==> src/rtl/store_pkg.sv <==
// Shared definitions for the execute-stage store unit: opcodes, FSM states, byte enables.
package store_pkg;

   localparam logic [5:0] OP_SB = 6'h28;
   localparam logic [5:0] OP_SH = 6'h29;
   localparam logic [5:0] OP_SW = 6'h2B;

   typedef enum logic [2:0] {
      IDLE  = 3'd0,
      CHECK = 3'd1,
      WRITE = 3'd2,
      DONE  = 3'd3,
      ERR   = 3'd4
   } state_t;

   localparam logic [3:0] BE_NONE    = 4'h0;
   localparam logic [3:0] BE_WORD    = 4'hF;
   localparam logic [3:0] BE_HALF_LO = 4'h3;
   localparam logic [3:0] BE_HALF_HI = 4'hC;
   localparam logic [3:0] BE_BYTE0   = 4'h1;

   function automatic logic is_store(input logic [5:0] opcode);
      return (opcode == OP_SB) || (opcode == OP_SH) || (opcode == OP_SW);
   endfunction

endpackage

==> src/rtl/store_lane_align.sv <==
// Combinational lane steering: replicates store data onto byte lanes and flags
// misaligned or unsupported stores. No state, no handshake.
import store_pkg::*;

module store_lane_align (
   input  logic [5:0]  opcode,
   input  logic [1:0]  ea_lo,
   input  logic [31:0] data,
   output logic [31:0] wdata,
   output logic [3:0]  be,
   output logic        misaligned,
   output logic        unsupported
);

   always_comb begin
      wdata       = data;
      be          = BE_WORD;
      misaligned  = 1'b0;
      unsupported = !is_store(opcode);
      case (opcode)
         OP_SW: begin
            misaligned = (ea_lo != 2'b00);
         end
         OP_SH: begin
            wdata      = {2{data[15:0]}};
            be         = ea_lo[1] ? BE_HALF_HI : BE_HALF_LO;
            misaligned = ea_lo[0];
         end
         OP_SB: begin
            wdata = {4{data[7:0]}};
            be    = BE_BYTE0 << ea_lo;
         end
         default: begin
            be = BE_NONE;
         end
      endcase
   end

endmodule

==> src/rtl/store_operation.sv <==
// Execute-stage store unit: EA = base + sext(imm16), lane alignment, and a single
// memory write with ready handshake and timeout; reports done/error pulses.
import store_pkg::*;

module store_operation #(
   parameter int ADDR_W   = 32,
   parameter int WAIT_MAX = 15
) (
   input  logic              clk,
   input  logic              reset,
   input  logic              start,
   input  logic [31:0]       instruction,
   input  logic [31:0]       base_value,
   input  logic [31:0]       store_data,
   input  logic              mem_ready,
   output logic [ADDR_W-1:0] mem_addr,
   output logic [31:0]       mem_wdata,
   output logic [3:0]        mem_be,
   output logic              mem_we,
   output logic              busy,
   output logic              done,
   output logic              error
);

   localparam int CNT_W = (WAIT_MAX < 2) ? 1 : $clog2(WAIT_MAX);
   localparam logic [CNT_W-1:0] CNT_LAST = CNT_W'(WAIT_MAX - 1);

   state_t           state;
   logic [5:0]       op_q;
   logic [31:0]      ea_q;
   logic [31:0]      data_q;
   logic [CNT_W-1:0] wait_cnt;

   logic [31:0] ea_next;
   logic [31:0] lane_wdata;
   logic [3:0]  lane_be;
   logic        lane_misaligned;
   logic        lane_unsupported;
   logic        unused_instr_bits;

   // Carry out of bit 31 is dropped: EA wraps modulo 2^32.
   assign ea_next = base_value + {{16{instruction[15]}}, instruction[15:0]};
   assign unused_instr_bits = ^instruction[25:16];

   store_lane_align u_align (
      .opcode      (op_q),
      .ea_lo       (ea_q[1:0]),
      .data        (data_q),
      .wdata       (lane_wdata),
      .be          (lane_be),
      .misaligned  (lane_misaligned),
      .unsupported (lane_unsupported)
   );

   assign busy = (state != IDLE);

   always_ff @(posedge clk or negedge reset) begin
      if (!reset) begin
         state     <= IDLE;
         op_q      <= '0;
         ea_q      <= '0;
         data_q    <= '0;
         wait_cnt  <= '0;
         mem_addr  <= '0;
         mem_wdata <= '0;
         mem_be    <= '0;
         mem_we    <= 1'b0;
         done      <= 1'b0;
         error     <= 1'b0;
      end else begin
         done  <= 1'b0;
         error <= 1'b0;
         case (state)
            IDLE: begin
               if (start) begin
                  op_q   <= instruction[31:26];
                  ea_q   <= ea_next;
                  data_q <= store_data;
                  state  <= CHECK;
               end
            end
            CHECK: begin
               wait_cnt <= '0;
               if (lane_unsupported || lane_misaligned) begin
                  error <= 1'b1;
                  state <= ERR;
               end else begin
                  mem_addr  <= ea_q[ADDR_W-1:0];
                  mem_wdata <= lane_wdata;
                  mem_be    <= lane_be;
                  mem_we    <= 1'b1;
                  state     <= WRITE;
               end
            end
            WRITE: begin
               // Ready is tested before the timeout so a late accept still succeeds.
               if (mem_ready) begin
                  mem_we <= 1'b0;
                  done   <= 1'b1;
                  state  <= DONE;
               end else if (wait_cnt == CNT_LAST) begin
                  mem_we <= 1'b0;
                  error  <= 1'b1;
                  state  <= ERR;
               end else begin
                  wait_cnt <= wait_cnt + 1'b1;
               end
            end
            DONE:    state <= IDLE;
            ERR:     state <= IDLE;
            default: state <= IDLE;
         endcase
      end
   end

endmodule

==> config.mk <==
export PLATFORM = sky130hd
export DESIGN_NAME = store_operation
export DESIGN_NICKNAME = d
export VERILOG_FILES = /design/src/rtl/store_pkg.sv /design/src/rtl/store_lane_align.sv /design/src/rtl/store_operation.sv
export SDC_FILE = /design/constraint.sdc
export NUM_CORES = 1
export LEC_CHECK = 0
export BUFFER_PORTS_ARGS = -buffer_cell sky130_fd_sc_hd__buf_2
export CELL_PAD_IN_SITES_DETAIL_PLACEMENT = 1
export CELL_PAD_IN_SITES_GLOBAL_PLACEMENT = 2
export CORE_MARGIN = 2
export CORE_UTILIZATION = 29
export DETAILED_ROUTE_END_ITERATION = 6
export PLACE_DENSITY_LB_ADDON = 0.1
export SYNTH_ARGS = -nofsm -noshare
export SYNTH_HDL_FRONTEND = slang
export SYNTH_SLANG_ARGS = --single-unit
==> constraint.sdc <==
create_clock -name clk -period 1.9 [get_ports clk]
set_clock_uncertainty 0.2 [all_clocks]
set_input_delay 0.19 -clock clk [delete_from_list [all_inputs] [get_ports clk]]
set_output_delay 0.19 -clock clk [all_outputs]
set_load 0.02 [all_outputs]
==> flow_metrics.env, run 1 <==
export IMPL_outcome="finished, violations left"
export IMPL_failed_checks="negative setup slack"
export IMPL_r2r_start="op_q[2]"
export IMPL_met2WireLength_um=15100
export IMPL_ios=172
export IMPL_cp_startpoint="instruction[0]"
export IMPL_max_freq_mhz=449
export IMPL_p_int_mw=9.75
export IMPL_htreeDepth=4
export IMPL_rsz0062_at_grt="yes"
export IMPL_fillCellCount=2915
export IMPL_slew_violations=0
export IMPL_fin_ws_ps=-327
export IMPL_slowest_stage="fa_2"
export IMPL_final_common_cell="nand2_1"
export IMPL_swShare_pct=40.4
export IMPL_wirelength_met1_um=12100
export IMPL_io_buffers=161
export IMPL_track_usage_pct=20.6
export IMPL_maxCapViolations=0
export IMPL_yosys_area_top_type_share_pct=49.1
export IMPL_cpPeakStageDelay_ps=390
export IMPL_clkSinkCount=148
export IMPL_yosys_area_top_type="dfrtp_1"
export IMPL_synth_area_um2=7550
export IMPL_clock_latency_ps=420
export IMPL_vias=7487
export IMPL_seq_power_share_pct=35.7
export IMPL_grt_pass1_wl_um=43000
export IMPL_yosysSeqAreaShare_pct=49.1
export IMPL_p_total_mw=16.4
export IMPL_final_period_utilization_pct=117
export IMPL_cp_end_kind="flop"
export IMPL_wire_per_inst_um=17.8
export IMPL_grt_start_max_net_pins=54
export IMPL_ff_latch_area_um2=3700
export IMPL_drt_wl_total_um=28100
export IMPL_tightest_slew_ps=722
export IMPL_antenna_left=0
export IMPL_cp_data_arrival_time_ps=2380
export IMPL_cp_num_buf_inv=4
export IMPL_synth_top_family_by_area="simple AND/OR/NAND/NOR gates"
export IMPL_critPathMaxFanout=3
export IMPL_fin_area_um2=13000
export IMPL_p_switching_mw=6.61
export IMPL_antenna_found_initial=0
export IMPL_wl_met3_um=676
export IMPL_finalSetupViolations=80
export IMPL_maxSlewHeadroom_pct=51.4
export IMPL_r2r_slack_ps=-210
export IMPL_dp_hpwl_um=17500
export IMPL_placed_area_um2=9930
export IMPL_hp_class="in2reg"
export IMPL_synthCells=869
export IMPL_synthMuxAreaShare_pct=3.46
export IMPL_start_util_pct=29.2
export IMPL_synth_seq_cells=148
export IMPL_crit_path_start_kind="input port"
export IMPL_avgViaCountPerCell=4.74
export IMPL_p_comb_share_pct=42.3
export IMPL_top_layer_used="met4"
export IMPL_die_area_um2=27300
export IMPL_hold_viol=0
export IMPL_max_clock_path_buffers=2
export IMPL_clockPowerShare_pct=22.0
export IMPL_synthToLayoutAreaGrowth_pct=72.2
export IMPL_cp_cell_sequence="buf_8 > ha_4 > fa_2 > a21oi_4 > o22ai_2 > buf_4 > a211o_4 > a21oi_4 > o21ai_4 > buf_4 > buf_6 > xnor2_2 > o21ai_1"
export IMPL_die_h_um=165
export IMPL_crit_family="compound AO/OA/AOI/OAI gates"
export IMPL_final_cell_mix="nand2_1 (212), buf_2 (152), dfrtp_1 (148), buf_4 (122), nand2_2 (76)"
export IMPL_root_buffer="clkbuf_16"
export IMPL_first_pass_iters=4
export IMPL_synth_area_top_cells="dfrtp_1 (49%), nand2_1 (17%), ha_1 (5.5%), o21ai_0 (4.2%), mux2i_1 (3.3%)"
export IMPL_synthFlopType="dfrtp_1"
export IMPL_worstPathRequired_ps=2050
export IMPL_synth_simple_gate_area_share_pct=21.8
export IMPL_synth_edf_count=0
export IMPL_first_global_vias=7809
export IMPL_hold_start="base_value[1]"
export IMPL_drc=0
export IMPL_rows=59
export IMPL_synth_warnings=0
export IMPL_cts_tree="built"
export IMPL_tns_ps=-12050
export IMPL_min_to="ea_q[1]"
export IMPL_hold_worst_slack_ps=58.5
export IMPL_gp_congestion=0.781
export IMPL_p_leak_nw=6.50
export IMPL_synth_avg_cell_area_um2=8.69
export IMPL_drtIter0Drc=275
export IMPL_fp_dieW_um=165
export IMPL_ir_worst_vdd_mv=0.624
export IMPL_yosysUniqueCellTypes=54
export IMPL_multi_input_area_um2=4920
export IMPL_layout_drive_gt1_share_pct=47.9
export IMPL_cts_buffers_inserted=17
export IMPL_synth_compound_area_share_pct=14.2
export IMPL_synthAdderAreaFrac_pct=5.73
export IMPL_hold_depth=4
export IMPL_place_inst=1452
export IMPL_clkSlewWorstSetupHoldPaths_ps=60
export IMPL_min_period_ps=2230
export IMPL_utilization_pct=50.3
export IMPL_syn_num_nets=1003
export IMPL_fin_nets=1365
export IMPL_synth_xor_area_share_pct=3.02
export IMPL_reg2regPathDepth=10
export IMPL_path_class="in2reg"
export IMPL_antenna_cells=0
export IMPL_reg2reg_to="mem_addr[17]"
export IMPL_grt_ovfl_total=0
export IMPL_pre_cts_ws_ps=-828
export IMPL_fin_cells=1578
export IMPL_coreArea_um2=25800
export IMPL_power_density_nw_per_um2=1260
export IMPL_async_flop_share_pct=100
[logic make-up (layout without fill, tap and decap cells)]
group	count (synthesis)	in the layout
AND/OR/NAND/NOR	407	409
AO/OA/AOI/OAI	176	176
flip-flops	148	148
buffers and inverters	52	424
adder cells (fa/ha/maj)	34	34
XOR/XNOR	26	26
multiplexers	26	26
[registers in the layout, summed over array words and instances, names as in the netlist]
signal     cells
state          3
data_q        32
mem_we         1
done           1
error          1
ea_q          32
mem_wdata     32
mem_addr      32
wait_cnt       4
mem_be         4
op_q           6
[layout make-up]
class	count	share of cell area, %
repair buffers	383	25.4
multi-input cells	671	37.8
flip-flops and latches	148	28.5
clock buffers	19	3.41
well taps	335	3.22
inverters	10	0.289
clock inverters	12	1.40
[synthesized netlist by cell type, types with 2 or more instances]
cell type / n
and3_1: 3
nand4_1: 5
xnor2_1: 15
nor2b_1: 5
and2_1: 8
o21ai_0: 63
dfrtp_1: 148
or3_1: 4
a31oi_1: 3
a211o_1: 4
a21oi_1: 36
buf_2: 5
inv_1: 10
buf_1: 5
nand2_1: 334
mux2i_1: 25
a21o_1: 14
o22ai_1: 3
xor2_1: 11
o21bai_1: 5
clkbuf_1: 31
nor2_1: 22
ha_1: 33
nand3_1: 14
o21a_1: 5
a21oi_2: 5
a21boi_1: 2
o21ai_1: 12
nor3_1: 5
nand2b_1: 2
o31ai_1: 8
a41oi_1: 2
[power by group through the flow]
stage / clock network, mW / registers, mW / logic [mW]
5_1_grt: 3.80 / 6.02 / 7.60
3_3_place_gp: 0 / 5.54 / 5.60
4_1_cts: 3.65 / 5.66 / 6.44
3_5_place_dp: 0 / 5.57 / 5.70
2_1_floorplan: 0 / 6.12 / 2.58
6_report: 3.60 / 5.84 / 6.91
[metal layers]
layer  track usage [%]  vias up
met2              37.0      128
met3              2.42       16
li1                  -     3665
met4              5.33        0
met1              26.2     3678
met5                 0        -
[worst max-delay path by stage]
| stage | endpoint | slack (ps) | depth (start not counted) |
|---|---|---|---|
| after CTS | ea_q[28] | -310 | 11 |
| after floorplan | ea_q[28] | -540 | 10 |
| after global routing | ea_q[30] | -410 | 12 |
| final | ea_q[22] | -330 | 13 |
| after global placement | ea_q[28] | -780 | 11 |
| after detailed placement | ea_q[28] | -830 | 11 |
[repair_timing]
| item | 4_1_cts | 5_1_grt |
|---|---|---|
| pin swaps | 102 | 75 |
| endpoints found under the setup margin | 88 | 93 |
| endpoints found under the hold margin | 193 | 0 |
| hold buffers | 42 | 0 |
| gates resized for setup | 185 | 160 |
| gates cloned | 23 | 2 |
| buffers inserted | 22 | 17 |
[worst register-to-register path, stage by stage, from the launching register on]
cell      delay, ps
dfrtp_1         390
nor4bb_2        300
buf_4           180
nand2_4          50
a21oi_4         160
buf_8           170
nand2_8         120
buf_12          190
buf_16          140
nand2_2          60
nand2_1          50
Power figures use the tool's default switching activity.
==> run 2, diff against run 1 <==
TNS_END_PERCENT = 5   (was default)
==> run 2 against run 1 <==
Against the previous run:
- the run still ends with negative setup slack left
- sequential power fell by 6.0%
- core utilization fell by 7.4 points
- power fell by 10%
- register-to-register slack improved by 120 ps
- combinational power fell by 18%
- non-clock buffer count fell by 52
- maximum frequency rose by 1.8%
- die area did not move
- design area fell by 15%
- global-route usage fell by 3.1 points
- largest cell class unchanged
- highest routed layer unchanged
==> flow_metrics.env, run 2 (synthesized netlist as in run 1, its figures left out) <==
export IMPL_crit_path_start_kind="input port"
export IMPL_fin_area_um2=11100
export IMPL_synthToLayoutAreaGrowth_pct=46.8
export IMPL_rsz0062_at_grt="yes"
export IMPL_cp_cell_sequence="buf_6 > ha_4 > fa_2 > a21oi_4 > o22ai_2 > a31o_4 > a221oi_4 > a21oi_2 > a21oi_2 > nor4_1 > or3_1"
export IMPL_antenna_found_initial=0
export IMPL_grt_pass1_wl_um=37500
export IMPL_track_usage_pct=17.5
export IMPL_antenna_cells=0
export IMPL_max_freq_mhz=457
export IMPL_fin_ws_ps=-288
export IMPL_fin_cells=1524
export IMPL_power_density_nw_per_um2=1330
export IMPL_final_common_cell="nand2_1"
export IMPL_hp_class="in2reg"
export IMPL_grt_ovfl_total=0
export IMPL_cts_buffers_inserted=17
export IMPL_critPathMaxFanout=2
export IMPL_path_class="in2reg"
export IMPL_drc=0
export IMPL_slowest_stage="fa_2"
export IMPL_worstPathRequired_ps=2010
export IMPL_outcome="finished, violations left"
export IMPL_fin_nets=1311
export IMPL_p_leak_nw=5.68
export IMPL_clkSlewWorstSetupHoldPaths_ps=70
export IMPL_hold_worst_slack_ps=25.2
export IMPL_cpPeakStageDelay_ps=380
export IMPL_fp_dieW_um=165
export IMPL_maxSlewHeadroom_pct=65.0
export IMPL_cts_tree="built"
export IMPL_final_period_utilization_pct=115
export IMPL_max_clock_path_buffers=2
export IMPL_p_total_mw=14.7
export IMPL_vias=6984
export IMPL_start_util_pct=29.2
export IMPL_rows=59
export IMPL_min_period_ps=2190
export IMPL_placed_area_um2=9720
export IMPL_coreArea_um2=25800
export IMPL_hold_viol=0
export IMPL_die_area_um2=27300
export IMPL_cp_end_kind="flop"
export IMPL_drt_wl_total_um=23400
export IMPL_grt_start_max_net_pins=65
export IMPL_avgViaCountPerCell=4.58
export IMPL_gp_congestion=0.790
export IMPL_place_inst=1446
export IMPL_drtIter0Drc=297
export IMPL_layout_drive_gt1_share_pct=31.9
export IMPL_wire_per_inst_um=15.4
export IMPL_io_buffers=161
export IMPL_die_h_um=165
export IMPL_cp_data_arrival_time_ps=2300
export IMPL_clkSinkCount=148
export IMPL_utilization_pct=42.9
export IMPL_first_pass_iters=4
export IMPL_tns_ps=-3260
export IMPL_dp_hpwl_um=17500
export IMPL_htreeDepth=4
export IMPL_root_buffer="clkbuf_16"
export IMPL_ios=172
export IMPL_antenna_left=0
export IMPL_final_cell_mix="nand2_1 (330), buf_2 (158), dfrtp_1 (148), buf_4 (114), o21ai_0 (57)"
export IMPL_path_common_cell="a21oi_2"
export IMPL_maxCapViolations=0
export IMPL_tightest_slew_ps=520
export IMPL_clock_latency_ps=430
export IMPL_first_global_vias=7228
export IMPL_pre_cts_ws_ps=-911
export IMPL_finalSetupViolations=47
export IMPL_ir_worst_vdd_mv=0.645
export IMPL_failed_checks="negative setup slack"
export IMPL_slew_violations=0
run 2: cell count changes in the layout (fill, tap and decap cells not counted), sizes merged:
cell and change:
clkbuf -2, buf -51, nand2 -2, clkinvlp +1
run 2: where the power goes:
part / internal (mW) / switching (mW)
Combinational: 2.24 / 3.44
Clock: 2.19 / 1.35
Sequential: 4.56 / 0.929
run 2: timing repair:
action | in CTS | in global routing
pin swaps | 24 | 11
buffers inserted | 3 | 2
hold buffers | 42 | 0
gates resized for setup | 32 | 27
endpoints found under the hold margin | 193 | 0
setup endpoints to repair | 89 | 90
run 2: final timing paths:
| kind | slack, ps | cells after the start | endpoint | start |
|---|---|---|---|---|
| max in group asynchronous | 1050 | 3 | mem_addr[2] | reset |
| worst min register to register | 260 | 2 | mem_addr[8] | ea_q[8] |
| worst min-delay path | 30 | 4 | ea_q[31] | base_value[31] |
| worst max register to register | -90 | 9 | mem_be[2] | op_q[4] |
| min in group asynchronous | 110 | 3 | mem_wdata[26] | reset |
| worst max-delay path | -290 | 11 | ea_q[28] | instruction[0] |
run 2: final cells by class:
type / instances / area [um2]
tap: 335 / 419
sequential: 148 / 3700
clock inverter: 13 / 185
timing repair buffer: 331 / 2350
fill: 3079 / 14800
multi-input combinational: 669 / 3960
clock buffer: 18 / 429
inverter: 10 / 37.5
run 2: critical path, delay by kind of cell:
kind,cells,cell delay (ps)
AOI/OAI and AO/OA,6,1070
adders and majority gates,2,530
and+or+nand+nor,2,400
buffers and inverters,1,100
run 2: routing by layer:
| metal | part of all wire (%) | vias to the layer above | global-route usage [%] |
|---|---|---|---|
| li1 | - | 3536 | - |
| met1 | 46 | 3315 | 22.9 |
| met2 | 50 | 112 | 30.4 |
| met3 | 2.5 | 21 | 2.45 |
| met4 | 1.4 | 0 | 4.66 |
| met5 | 0 | - | 0 |
==> run 3, diff against run 2 <==
CELL_PAD_IN_SITES_DETAIL_PLACEMENT = 0   (was 1)
CELL_PAD_IN_SITES_GLOBAL_PLACEMENT = 1   (was 2)
CORE_UTILIZATION = 30   (was 29)
==> run 3 against run 2 <==
Against the previous run:
- the run still ends with negative setup slack left
- first-iteration DRC count up 12%
- core utilization up 1.6 points
- power about the same
- final cell count down 0.26%
- largest cell class unchanged
- critical endpoint unchanged
- sequential power about the same
- critical path type unchanged
==> flow_metrics.env, run 3 (synthesized netlist as in run 1, its figures left out) <==
export IMPL_die_area_um2=26500
export IMPL_final_cell_mix="nand2_1 (327), buf_2 (158), dfrtp_1 (148), buf_4 (116), o21ai_0 (56)"
export IMPL_hold_worst_slack_ps=40.4
export IMPL_path_class="in2reg"
export IMPL_crit_path_start_kind="input port"
export IMPL_dp_hpwl_um=16300
export IMPL_finalSetupViolations=78
export IMPL_rsz0062_at_grt="yes"
export IMPL_layout_drive_gt1_share_pct=31.9
export IMPL_coreArea_um2=25000
export IMPL_fin_cells=1520
export IMPL_grt_start_max_net_pins=57
export IMPL_drc=0
export IMPL_final_common_cell="nand2_1"
export IMPL_antenna_left=0
export IMPL_reg2reg_to="mem_addr[24]"
export IMPL_drtIter0Drc=333
export IMPL_power_density_nw_per_um2=1320
export IMPL_hp_class="in2async"
export IMPL_r2r_slack_ps=-50
export IMPL_slew_violations=0
export IMPL_placed_area_um2=9710
export IMPL_p_total_mw=14.7
export IMPL_io_buffers=161
export IMPL_grt_pass1_wl_um=35800
export IMPL_cpPeakStageDelay_ps=380
export IMPL_cp_cell_sequence="buf_6 > ha_4 > fa_2 > a21oi_4 > o22ai_2 > a31o_4 > a221oi_4 > a21oi_2 > a21oi_2 > nor4_1 > or3_1"
export IMPL_wire_per_inst_um=14.8
export IMPL_rows=58
export IMPL_r2r_start="op_q[2]"
export IMPL_pre_cts_ws_ps=-875
export IMPL_p_leak_nw=5.70
export IMPL_cts_buffers_inserted=17
export IMPL_ios=172
export IMPL_utilization_pct=44.5
export IMPL_clock_latency_ps=420
export IMPL_htreeDepth=4
export IMPL_max_freq_mhz=455
export IMPL_path_common_cell="a21oi_2"
export IMPL_fp_dieW_um=163
export IMPL_slowest_stage="fa_2"
export IMPL_reg2regPathDepth=9
export IMPL_hold_viol=0
export IMPL_maxSlewHeadroom_pct=66.7
export IMPL_fin_area_um2=11100
export IMPL_place_inst=1440
export IMPL_cp_data_arrival_time_ps=2300
export IMPL_maxCapViolations=0
export IMPL_first_global_vias=6779
export IMPL_start_util_pct=30.2
export IMPL_die_h_um=163
export IMPL_tightest_slew_ps=494
export IMPL_cp_end_kind="flop"
export IMPL_fin_nets=1311
export IMPL_outcome="finished, violations left"
export IMPL_clkSlewWorstSetupHoldPaths_ps=70
export IMPL_synthToLayoutAreaGrowth_pct=47.1
export IMPL_max_clock_path_buffers=2
export IMPL_final_period_utilization_pct=116
export IMPL_track_usage_pct=17.3
export IMPL_antenna_cells=0
export IMPL_first_pass_iters=4
export IMPL_critPathMaxFanout=2
export IMPL_root_buffer="clkbuf_16"
export IMPL_worstPathRequired_ps=2000
export IMPL_cts_tree="built"
export IMPL_clkSinkCount=148
export IMPL_grt_ovfl_total=0
export IMPL_drt_wl_total_um=22500
export IMPL_failed_checks="negative setup slack"
export IMPL_fin_ws_ps=-296
export IMPL_ir_worst_vdd_mv=0.613
export IMPL_vias=6854
export IMPL_avgViaCountPerCell=4.51
export IMPL_min_period_ps=2200
export IMPL_tns_ps=-4080
export IMPL_antenna_found_initial=0
export IMPL_gp_congestion=0.776
[run 3: cell count changes in the layout (fill, tap and decap cells not counted), moves of 2 or more]
cell and change:
and2_1 +2, buf_4 +2, buf_6 -3, nand2_1 -3, nand2_2 +2
[run 3: per-layer routing]
layer  track usage (%)  vias up  wire length [um]  share of wire [%]
met5                 0        -                 0                  0
met4              4.59        0               234                1.0
met3              2.11       15               731                3.3
met2              29.4      133             10700                 48
met1              23.2     3170             10800                 48
li1                  -     3536                 -                  -
[run 3: area by class of cell]
cell class / instances / area, um2
Fill cell: 2573 / 13900
Sequential cell: 148 / 3700
Multi-Input combinational cell: 669 / 4000
Inverter: 10 / 37.5
Timing Repair Buffer: 331 / 2340
Clock inverter: 13 / 183
Clock buffer: 19 / 433
Tap cell: 330 / 413
[run 3: worst max-delay path by stage]
stage | cells past startpoint | endpoint | slack (ps) | start
detailed placement | 11 | ea_q[28] | -870 | instruction[0]
global route | 11 | ea_q[28] | -410 | instruction[0]
floorplan | 10 | ea_q[28] | -540 | instruction[0]
CTS | 11 | ea_q[28] | -320 | instruction[0]
global placement | 11 | ea_q[28] | -850 | instruction[0]
finish | 11 | ea_q[28] | -300 | instruction[0]
[run 3: power breakdown]
group | switching (mW) | internal, mW | total [mW] | leakage [nW]
clock network | 1.34 | 2.20 | 3.53 | 0.289
logic | 3.41 | 2.28 | 5.69 | 3.49
registers | 0.923 | 4.56 | 5.49 | 1.92
total | 5.67 | 9.04 | 14.7 | 5.70
[run 3: critical path, delay by kind of cell]
family | cells | cell delay [ps]
AO/OA/AOI/OAI | 6 | 1080
adder cells (fa/ha/maj) | 2 | 530
AND/OR/NAND/NOR | 2 | 400
buffers and inverters | 1 | 100
[run 3: what timing repair did]
| item | in CTS | in global routing |
|---|---|---|
| setup endpoints to repair | 88 | 93 |
| setup buffers | 3 | 2 |
| endpoints found under the hold margin | 195 | 0 |
| gates resized for setup | 37 | 26 |
| pin swaps | 30 | 13 |
| hold buffers | 43 | 0 |
